<file path="config.mk">
export PLATFORM = sky130hd
export DESIGN_NAME = prt_slot_manager
export DESIGN_NICKNAME = d
export VERILOG_FILES = /design/src/rtl/prt_pkg.sv /design/src/rtl/prt_free_finder.sv /design/src/rtl/prt_slot_manager.sv
export SDC_FILE = /design/constraint.sdc
export NUM_CORES = 1
export LEC_CHECK = 0
export ABC_AREA = 1
export CORE_MARGIN = 5
export CORE_UTILIZATION = 35
export CTS_BUF_LIST = sky130_fd_sc_hd__clkbuf_8
export CTS_CLUSTER_DIAMETER = 30
export DETAILED_ROUTE_END_ITERATION = 10
export SLEW_MARGIN = 0
export SYNTH_ARGS = -nofsm -noshare
export SYNTH_HDL_FRONTEND = slang
export SYNTH_HIERARCHICAL = 1
export SYNTH_SLANG_ARGS = --single-unit
export TNS_END_PERCENT = 50
</file>
<file path="constraint.sdc">
create_clock -name clk -period 5.89 [get_ports clk]
set_input_delay 1.178 -clock clk [delete_from_list [all_inputs] [get_ports clk]]
set_output_delay 1.178 -clock clk [all_outputs]
set_load 0.005 [all_outputs]
</file>
<file path="src/rtl/prt_pkg.sv">
// prt_pkg: shared types and constants for the packet reference table (PRT)
// slot manager. Holds the per-slot state encoding, a one-bit boolean
// typedef and the default number of slots.
package prt_pkg;

   localparam int PRT_NUM_SLOTS = 4;

   typedef logic BOOL;

   typedef enum logic [1:0] {
      FREE    = 2'd0,
      WRITING = 2'd1,
      VALID   = 2'd2,
      READING = 2'd3
   } SlotState;

endpackage

</file>
<file path="src/rtl/prt_free_finder.sv">
// prt_free_finder: combinational lowest-index priority encoder over the
// FREE-slot bitmap.
// Ports:
//   free_map - one bit per slot, 1 = slot is FREE
//   found    - at least one bit of free_map is set
//   idx      - index of the lowest set bit (0 when found = 0)
module prt_free_finder
   import prt_pkg::*;
#(
   parameter  int NUM_SLOTS = PRT_NUM_SLOTS,
   localparam int SLOT_W    = $clog2(NUM_SLOTS)
) (
   input  logic [NUM_SLOTS-1:0] free_map,
   output BOOL                  found,
   output logic [SLOT_W-1:0]    idx
);

   // Scan from the top down so the lowest set bit is the last one written.
   always_comb begin
      found = 1'b0;
      idx   = '0;
      for (int i = NUM_SLOTS - 1; i >= 0; i--) begin
         if (free_map[i]) begin
            found = 1'b1;
            idx   = SLOT_W'(i);
         end
      end
   end

endmodule

</file>
<file path="src/rtl/prt_slot_manager.sv">
// prt_slot_manager: owns the PRT slot-state table. Grants free slots to the
// rx path and tracks each slot through write, verdict wait, read and release,
// resolving same-cycle allocate / write-done / read-start / read-done /
// invalidate events.
// Ports:
//   clk, rst                         - clock, async active-low reset
//   alloc_req / alloc_gnt, alloc_slot - slot request and registered grant
//   wr_done, wr_done_slot            - rx finished writing a slot
//   rd_start, rd_start_slot          - tx wants to read a slot
//   rd_start_ack                     - registered read-start acceptance
//   rd_done, rd_done_slot            - tx finished reading a slot
//   inval, inval_slot                - firewall drops a slot
//   slot_free, free_count            - registered free-slot status
//   err                              - registered pulse, illegal event seen
//
// Per-slot states:
//   state   | meaning
//   FREE    | available for allocation
//   WRITING | granted to rx, frame being written
//   VALID   | written, waiting for verdict / read start
//   READING | tx reading; inval_pend marks a deferred drop
module prt_slot_manager
   import prt_pkg::*;
#(
   parameter  int NUM_SLOTS = PRT_NUM_SLOTS,
   localparam int SLOT_W    = $clog2(NUM_SLOTS)
) (
   input  logic              clk,
   input  logic              rst,
   input  logic              alloc_req,
   output logic              alloc_gnt,
   output logic [SLOT_W-1:0] alloc_slot,
   input  logic              wr_done,
   input  logic [SLOT_W-1:0] wr_done_slot,
   input  logic              rd_start,
   input  logic [SLOT_W-1:0] rd_start_slot,
   output logic              rd_start_ack,
   input  logic              rd_done,
   input  logic [SLOT_W-1:0] rd_done_slot,
   input  logic              inval,
   input  logic [SLOT_W-1:0] inval_slot,
   output logic              slot_free,
   output logic [SLOT_W:0]   free_count,
   output logic              err
);

   SlotState             state_q   [NUM_SLOTS];
   SlotState             state_nxt [NUM_SLOTS];
   logic [NUM_SLOTS-1:0] pend_q, pend_nxt;
   logic [NUM_SLOTS-1:0] free_map;
   logic [NUM_SLOTS-1:0] hit_wd, hit_rs, hit_rd, hit_inv, hit_al;
   logic [NUM_SLOTS-1:0] wd_eff, rs_eff;
   BOOL                  free_found;
   logic [SLOT_W-1:0]    free_idx;
   logic                 ack_nxt, err_nxt;
   logic [SLOT_W:0]      cnt_nxt;

   // Allocation looks only at registered state, so a slot released this
   // cycle becomes grantable on the next one.
   always_comb begin
      free_map = '0;
      for (int i = 0; i < NUM_SLOTS; i++) free_map[i] = (state_q[i] == FREE);
   end

   prt_free_finder #(.NUM_SLOTS(NUM_SLOTS)) u_free_finder (
      .free_map (free_map),
      .found    (free_found),
      .idx      (free_idx)
   );

   always_comb begin
      hit_wd  = '0;
      hit_rs  = '0;
      hit_rd  = '0;
      hit_inv = '0;
      hit_al  = '0;
      for (int i = 0; i < NUM_SLOTS; i++) begin
         hit_wd[i]  = wr_done  && (wr_done_slot  == SLOT_W'(i));
         hit_rs[i]  = rd_start && (rd_start_slot == SLOT_W'(i));
         hit_rd[i]  = rd_done  && (rd_done_slot  == SLOT_W'(i));
         hit_inv[i] = inval    && (inval_slot    == SLOT_W'(i));
         hit_al[i]  = alloc_req && free_found && (free_idx == SLOT_W'(i));
      end
   end

   // An invalidate on the same slot swallows write-done and read-start
   // silently: they neither take effect nor count as errors.
   assign wd_eff = hit_wd & ~hit_inv;
   assign rs_eff = hit_rs & ~hit_inv;

   always_comb begin
      ack_nxt = 1'b0;
      err_nxt = 1'b0;
      cnt_nxt = '0;
      for (int i = 0; i < NUM_SLOTS; i++) begin
         state_nxt[i] = state_q[i];
         pend_nxt[i]  = pend_q[i];
         case (state_q[i])
            FREE: begin
               if (hit_al[i]) state_nxt[i] = WRITING;
               if (hit_wd[i] || hit_rs[i] || hit_rd[i] || hit_inv[i]) err_nxt = 1'b1;
            end
            WRITING: begin
               if (hit_inv[i])     state_nxt[i] = FREE;
               else if (hit_wd[i]) state_nxt[i] = VALID;
               if (rs_eff[i] || hit_rd[i]) err_nxt = 1'b1;
            end
            VALID: begin
               if (hit_inv[i]) begin
                  state_nxt[i] = FREE;
               end else if (hit_rs[i]) begin
                  state_nxt[i] = READING;
                  ack_nxt      = 1'b1;
               end
               if (wd_eff[i] || hit_rd[i]) err_nxt = 1'b1;
            end
            READING: begin
               // A frame in transmission is never cut: inval only defers.
               if (hit_rd[i]) begin
                  state_nxt[i] = FREE;
                  pend_nxt[i]  = 1'b0;
               end else if (hit_inv[i]) begin
                  pend_nxt[i]  = 1'b1;
               end
               if (wd_eff[i] || rs_eff[i]) err_nxt = 1'b1;
            end
            default: state_nxt[i] = FREE;
         endcase
      end
      for (int i = 0; i < NUM_SLOTS; i++) begin
         if (state_nxt[i] == FREE) cnt_nxt = cnt_nxt + (SLOT_W+1)'(1);
      end
   end

   always_ff @(posedge clk or negedge rst) begin
      if (!rst) begin
         for (int i = 0; i < NUM_SLOTS; i++) state_q[i] <= FREE;
         pend_q       <= '0;
         alloc_gnt    <= 1'b0;
         alloc_slot   <= '0;
         rd_start_ack <= 1'b0;
         err          <= 1'b0;
         slot_free    <= 1'b1;
         free_count   <= (SLOT_W+1)'(NUM_SLOTS);
      end else begin
         for (int i = 0; i < NUM_SLOTS; i++) state_q[i] <= state_nxt[i];
         pend_q       <= pend_nxt;
         alloc_gnt    <= alloc_req && free_found;
         if (alloc_req && free_found) alloc_slot <= free_idx;
         rd_start_ack <= ack_nxt;
         err          <= err_nxt;
         slot_free    <= (cnt_nxt != '0);
         free_count   <= cnt_nxt;
      end
   end

endmodule

</file>
# Word level (Yosys, flattened, before mapping)
# Index checks and enable logic that the tools add are counted.
# op_classes
bitwise_logic	3
addsub	3
reduce_logical	59
n_eq_ne	27
mux	72
# ops
operator	n
2-bit two-way mux	28
2-bit equality test (second input constant)	18
1-bit two-way mux	33
2-bit one-hot mux with 4 select lines	4
2-bit logical NOT	13
1-bit logical OR	24
1-bit logical AND	21
2-bit by 1-bit equality test with 1-bit output (second input constant)	9
1-bit one-hot mux with 4 select lines	4
3-bit by 1-bit adder with 3-bit output (second input constant)	3
3-bit two-way mux	3
4-bit AND	2
4-bit inverter	1
3-bit nonzero test	1
# totals
output_inout_bits	9
input_bits	15
regBits	17

# Depth between registers and ports, before layout
# Gate-level depths: netlist of the first run.
# depth
word_depth	18
ltp_mapped	20
mapped_depth_nobuf	20

# Modules after synthesis
# The synthesis of the first run kept the hierarchy.
# modules_own_cells
module	cells_each	area_per_inst_um2	instances
prt_slot_manager	194	1336.3	1
prt_free_finder	8	36.3	1

# Worst setup path after synthesis of the first run
# No wires, ideal clock.
# synth_timing
kind	input-to-reg
start	input inval_slot[1]
end	register slot_free
arrival_time_ps	2864
required_ps	5811
setup_time_ps	79
path_slack_ps	2947
stages	16
path_cell_list	inv_1 nand3_1 and2_1 nand2_1 nand4_1 nor2_1 ha_1 inv_1 nand2_2 nand2_1 inv_1 ha_1 nand2_1 nand2_2 nor2_2 nand2_1
# synth_rtl
item	line_no	source
start, declared	prt_slot_manager.sv:41	input logic [SLOT_W-1:0] inval_slot,
end signal, assigned	prt_slot_manager.sv:152	slot_free <= (cnt_nxt != '0);
end, declared	prt_slot_manager.sv:42	output logic slot_free,

==> metrics.md, run 1 <==
| Metric | Value |
|---|---|
| Status | completed |
| P_leak | 0.884 nW |
| #FFs+latches synth | 17 |
| Antenna Violating Nets Remaining | 0 |
| RSZ-0062 raised after global routing | false |
| Sequential area share after synthesis | 31.2% |
| TNS Setup | 0 ns |
| # resized after CTS | 0 |
| Number of global-route vias before repair | 1262 |
| Largest net degree at the start of global routing | 18 |
| Reg clk slew, reported paths | 0.07 ns |
| Via density per instance | 4.89 |
| Startpoint types | primary input |
| Compound-cell area share of the yosys netlist | 11.6% |
| Vias post-DR | 1350 |
| Delay-heaviest family, CP | simple AND/OR/NAND/NOR gates |
| Crit-path max cell delay | 0.53 ns |
| Synth cell count leaders | 43 x nand2_1, 32 x inv_1, 30 x nor2_1, 18 x nand3_1, 15 x dfrtp_1 |
| Critical Path Most Common Cell | nand2_1 |
| Slowest-stage cell, CP | clkdlybuf4s50_1 |
| Final setup fails | 0 |
| Final net count | 247 |
| Fmax | 281 MHz |
| Cell Rows | 22 |
| WP buf/inv | 3 |
| Number of port buffers | 23 |
| Hold Path Class | reg2reg |
| Xor/xnor cell area share of the yosys netlist | 1.19% |
| IO Count | 24 |
| Mapped Cells | 202 |
| First-pass GRT wire length | 5.59 mm |
| Crit Path Category | in2reg |
| GRT Util Overall | 13.4% |
| Drt pass-1 iters | 4 |
| Count of cell types in the netlist | 31 |
| CP Cell Sequence | clkdlybuf4s50_1 -> inv_1 -> nand3_1 -> nand4_1 -> o311ai_1 -> nor2_1 -> ha_1 -> nand4_1 -> nand2_1 -> inv_1 -> ha_1 -> nand2_1 -> nand2_2 -> nor2_2 -> nand2_1 |
| H-tree Lvls | 1 |
| Core area | 3740 sq um |
| Clock root buffer | clkbuf_8 |
| Most frequent cell after synthesis | nand2_1 |
| Cts hold-fix bufs | 0 |
| Area contributors post-synth | dfrtp_1 27%, nand2_1 12%, inv_1 8.8% |
| Hold Slack | 0.490 ns |
| EDFF count, synth | 0 |
| CP Max Fanout | 5 |
| Worst slew margin | 48.8% |
| Clock Latency Late Sink | 0.25 ns |
| Die Y | 72.6 um |
| DRC | 0 |
| Synth Area in Adders | 2.73% |
| Initial antenna violation count | 0 |
| DR WL/cell | 12.0 um |
| Mapped Area | 1370 sq um |
| Async S/R FF share, synth | 100% |
| Area of the multi-input gates | 810 sq um |
| Largest family of logic cells by synthesized area | simple AND/OR/NAND/NOR gates |
| Horiz. Die Dim | 72.6 um |
| Cell area power density | 482 nW/um^2 |
| Antenna cells | 0 |
| Area leader, netlist | dfrtp_1 |
| Worst EP arrival | 3.74 ns |
| Max-slew violation count | 0 |
| Worst Skew | 0.00593 ns |
| Area growth syn-to-layout | 23.9% |
| Grt ovf | 0 |
| Initial Util | 36.7% |
| Hold Fails Final Rpt | 0 |
| Mux contribution to synthesized area | 0% |
| 1st-iter DRT viols | 104 |
| GP Congestion | 0.842 |
| Register area | 428 sq um |
| Period utilization | 60.4% |
| Sink Count | 17 |
| CTS tree | done |
| Fillers | 407 |
| Max IR drop VDD | 0.542 mV |
| Layout cells sized above 1 | 12.3% |
| Required time worst endpoint | 6.07 ns |
| Primary FF master, synth | dfrtp_1 |
| Hpwl dp | 2.85 mm |
| TritonCTS buffer count | 3 |
| Yosys Warn Count | 6 |
| Die ar. | 5270 sq um |
| Critical path capture point type | flip-flop |
| # Max-Cap Violations | 0 |
| Final wirelength | 3.32 mm |
| CTS max path bufs | 2 |
| Worst Tran Pin Value | 0.766 ns |
| Crit path time final | 3.56 ns |
| Postcts setup bufs | 0 |
| Synthesized area per cell | 6.79 sq um |
| Top-area cell type share of the netlist area | 27.3% |
| Simple-Gate Fraction of Synth Area | 43.5% |
| Mapped Nets | 220 |
-- cell families (layout without fill, tap and decap cells) --
logic type / count (synthesis) / in the layout
compound gates: 24 / 24
xor+xnor: 1 / 1
fa+ha+maj: 3 / 3
buf+inv: 35 / 61
flops: 17 / 17
simple gates: 122 / 122
-- sequential cells by signal, summed over array words and instances (netlist names) --
signal and cells:
slot_free 1, err 1, rd_start_ack 1, state_q 8, free_count 3, alloc_gnt 1, alloc_slot 2
-- path summary, 6_finish.rpt --
path	cells after the start	to	start	slack, ns
max	15	slot_free$_DFF_PN1_	inval_slot[1]	2.33
min	2	alloc_slot[1]$_DFFE_PN0P_	alloc_slot[1]$_DFFE_PN0P_	0.49
max reg2reg	19	slot_free$_DFF_PN1_	state_q[6]$_DFF_PN0_	3.07
min reg2reg	2	alloc_slot[1]$_DFFE_PN0P_	alloc_slot[1]$_DFFE_PN0P_	0.49
max in group asynchronous	1	state_q[5]$_DFF_PN0_	rst	4.03
min in group asynchronous	1	state_q[7]$_DFF_PN0_	rst	1.37
-- through the flow --
step	power [mW]	worst slack [ns]	std cells	area (sq um)	util, %
4_1_cts	0.831	2.31	276	1700	45.4
3_3_place_gp	0.736	2.10	272	1660	44.2
3_5_place_dp	0.742	2.05	272	1660	44.2
5_1_grt	0.912	2.06	276	1700	45.4
2_1_floorplan	0.599	2.95	202	1370	-
6_report	0.819	2.33	276	1700	45.4
-- worst reg2reg max path, delay by kind of cell (launching register included) --
family / cells / cell delay, ns
adders and majority gates: 2 / 0.59
buffers and inverters: 2 / 0.16
DFF: 1 / 0.41
and+or+nand+nor: 15 / 1.59
-- routing by layer --
metal,global-route usage [%],vias to the layer above,wire length (um)
met1,17.7,592,1500
met3,3.31,2,259
met5,0,-,0
met4,2.46,0,16
met2,22.1,35,1540
li1,-,721,-
-- power by group --
group / switching, mW / internal, mW
clock: 0.0385 / 0.0462
sequential: 0.0276 / 0.170
combinational: 0.310 / 0.227
-- final cells by class --
cell class                 count  area share [%]
multi-input combinational    150            47.6
sequential                    17            25.2
timing repair buffer          23            13.5
inverter                      34            7.51
tap                           48            3.53
clock buffer                   3            2.43
clock inverter                 1           0.221
-- cells in the final DEF (no fill, tap or decap) --
master and instances:
nand4_1 8, o2111ai_1 2, nand3_2 4, dfrtp_1 15
ha_1 3, or2_2 1, o22ai_1 2, xnor2_2 1
o221ai_1 2, nand4_2 1, nor3_2 1, clkbuf_8 3
nor2_4 3, nand2_2 7, o31ai_1 4, a21oi_1 5
and2_2 1, nor3_1 2, inv_2 2, and2_1 2
a31oi_1 1, nor2_2 1, dfstp_2 2, o311ai_1 1
a21oi_2 1, o21bai_1 1, nand3_1 18, inv_1 33
nor2_1 30, clkdlybuf4s50_1 23, nand2_1 43, o21ai_0 5
Power figures use the tool's default switching activity.
==> run 2, diff against run 1 <==
==> constraint.sdc (replaced) <==
create_clock -name clk -period 3.15 [get_ports clk]
set_input_delay 0.63 -clock clk [delete_from_list [all_inputs] [get_ports clk]]
set_output_delay 0.63 -clock clk [all_outputs]
set_load 0.005 [all_outputs]
==> metrics.md, run 2 (synthesis results as in run 1) <==
| Metric | Value |
|---|---|
| Startpoint types | primary input |
| Sw frac | 45.5% |
| Period utilization | 91.6% |
| Worst Tran Pin Value | 0.756 ns |
| Final instance area | 1800 sq um |
| DR WL/cell | 12.0 um |
| Final setup fails | 0 |
| TritonCTS buffer count | 3 |
| Sequential share of power | 23.6% |
| Critical path capture point type | flip-flop |
| DP Worst Slack | 0.00847 ns |
| IO Count | 24 |
| Cell area power density | 875 nW/um^2 |
| Antenna cells | 0 |
| GP Congestion | 0.889 |
| Max-slew violation count | 0 |
| Drt pass-1 iters | 4 |
| Fmax | 346 MHz |
| Number of port buffers | 23 |
| Max IR drop VDD | 0.663 mV |
| Die Y | 72.6 um |
| Cell Rows | 22 |
| CP Max Fanout | 8 |
| Clk pwr share | 10.1% |
| Postcts setup bufs | 0 |
| Most common cell after layout, fill and taps aside | nand2_1 |
| H-tree Lvls | 1 |
| Fin worst setup slack | 0.263 ns |
| Clock root buffer | clkbuf_8 |
| Layout cells sized above 1 | 17.0% |
| RSZ-0062 raised after global routing | false |
| Core area | 3740 sq um |
| Cts hold-fix bufs | 0 |
| CTS tree | done |
| Commonest cells after routing, fill and taps aside | 43 x nand2_1, 33 x inv_1, 30 x nor2_1 |
| First-pass GRT wire length | 6.15 mm |
| Worst Skew | 0.00390 ns |
| Part of the power in combinational logic | 66.4% |
| Most flops, register | state_q |
| Vias post-DR | 1434 |
| Hold Slack | 0.485 ns |
| Biggest regs | state_q: 8 flops, free_count: 3 flops, alloc_slot: 2 flops |
| Largest net degree at the start of global routing | 18 |
| Final net count | 260 |
| Initial Util | 36.7% |
| Reg-to-reg slack, setup | 0.47 ns |
| Hold Fails Final Rpt | 0 |
| Max reg flops | 8 |
| Total chip power | 1.57 mW |
| Crit Path Category | in2reg |
| Hpwl dp | 2.88 mm |
| # Max-Cap Violations | 0 |
| Hold Path Class | reg2reg |
| Sw power | 0.716 mW |
| # resized after CTS | 0 |
| CTS max path bufs | 2 |
| Number of global-route vias before repair | 1397 |
| TNS Setup | 0 ns |
| DRC | 0 |
| Worst EP arrival | 3.07 ns |
| Grt ovf | 0 |
| Status | completed |
| Sink Count | 17 |
| Die ar. | 5270 sq um |
| Via density per instance | 4.96 |
| Final wirelength | 3.47 mm |
| P_leak | 0.946 nW |
| Placed cell area | 1750 sq um |
| Area growth syn-to-layout | 31.0% |
| 1st-iter DRT viols | 83 |
| Horiz. Die Dim | 72.6 um |
| P_int | 0.857 mW |
| Reg clk slew, reported paths | 0.06 ns |
| Worst slew margin | 49.4% |
| GRT Util Overall | 14.9% |
| Crit path time final | 2.89 ns |
| Clock Latency Late Sink | 0.25 ns |
| Antenna Violating Nets Remaining | 0 |
| Initial antenna violation count | 0 |
| Required time worst endpoint | 3.34 ns |
-- run 2: worst paths after layout --
check | endpoint | depth (start not counted) | start
setup / recovery | slot_free$_DFF_PN1_ | 13 | wr_done
hold / removal | alloc_slot[1]$_DFFE_PN0P_ | 2 | alloc_slot[1]$_DFFE_PN0P_
setup reg to reg | slot_free$_DFF_PN1_ | 19 | state_q[2]$_DFF_PN0_
hold reg to reg | alloc_slot[1]$_DFFE_PN0P_ | 2 | alloc_slot[1]$_DFFE_PN0P_
max in group asynchronous | state_q[2]$_DFF_PN0_ | 1 | rst
min in group asynchronous | state_q[5]$_DFF_PN0_ | 1 | rst
-- run 2: cell type report --
cell class	instances	area, sq um
Fill cell	421	1950
Multi-Input combinational cell	150	810
Sequential cell	17	428
Timing Repair Buffer	36	328
Inverter	34	128
Tap cell	48	60.1
Clock buffer	3	41.3
Clock inverter	1	3.75
-- run 2: metal layers --
metal	track usage [%]	vias up	share of wire, %
li1	-	745	-
met1	20.4	662	49
met2	23.5	22	46
met3	3.44	5	4.0
met4	3.69	0	0.92
met5	0	-	0
-- run 2: power by group through the flow --
| stage | sequential [mW] | clock (mW) | combinational (mW) |
|---|---|---|---|
| after floorplan | 0.370 | 0 | 0.750 |
| after global placement | 0.374 | 0 | 1.04 |
| after detailed placement | 0.374 | 0 | 1.04 |
| after CTS | 0.371 | 0.164 | 1.05 |
| after global routing | 0.383 | 0.178 | 1.19 |
| final | 0.371 | 0.158 | 1.04 |
-- run 2: critical path, cell delays in order --
cell             delay [ns]
clkdlybuf4s50_1        0.63
nand4_1                0.17
o311ai_1               0.35
nor2_1                 0.13
ha_1                   0.33
nand4_1                0.12
nand2_1                0.11
inv_1                  0.05
ha_1                   0.26
nand2_1                0.08
nand2_2                0.06
nor2_2                 0.10
nand2_1                0.05
-- run 2: per-stage QoR --
stage	util, %	cells
floorplan	-	202
global placement	46.8	285
detailed placement	46.8	285
CTS	48.0	289
global route	48.0	289
finish	48.0	289
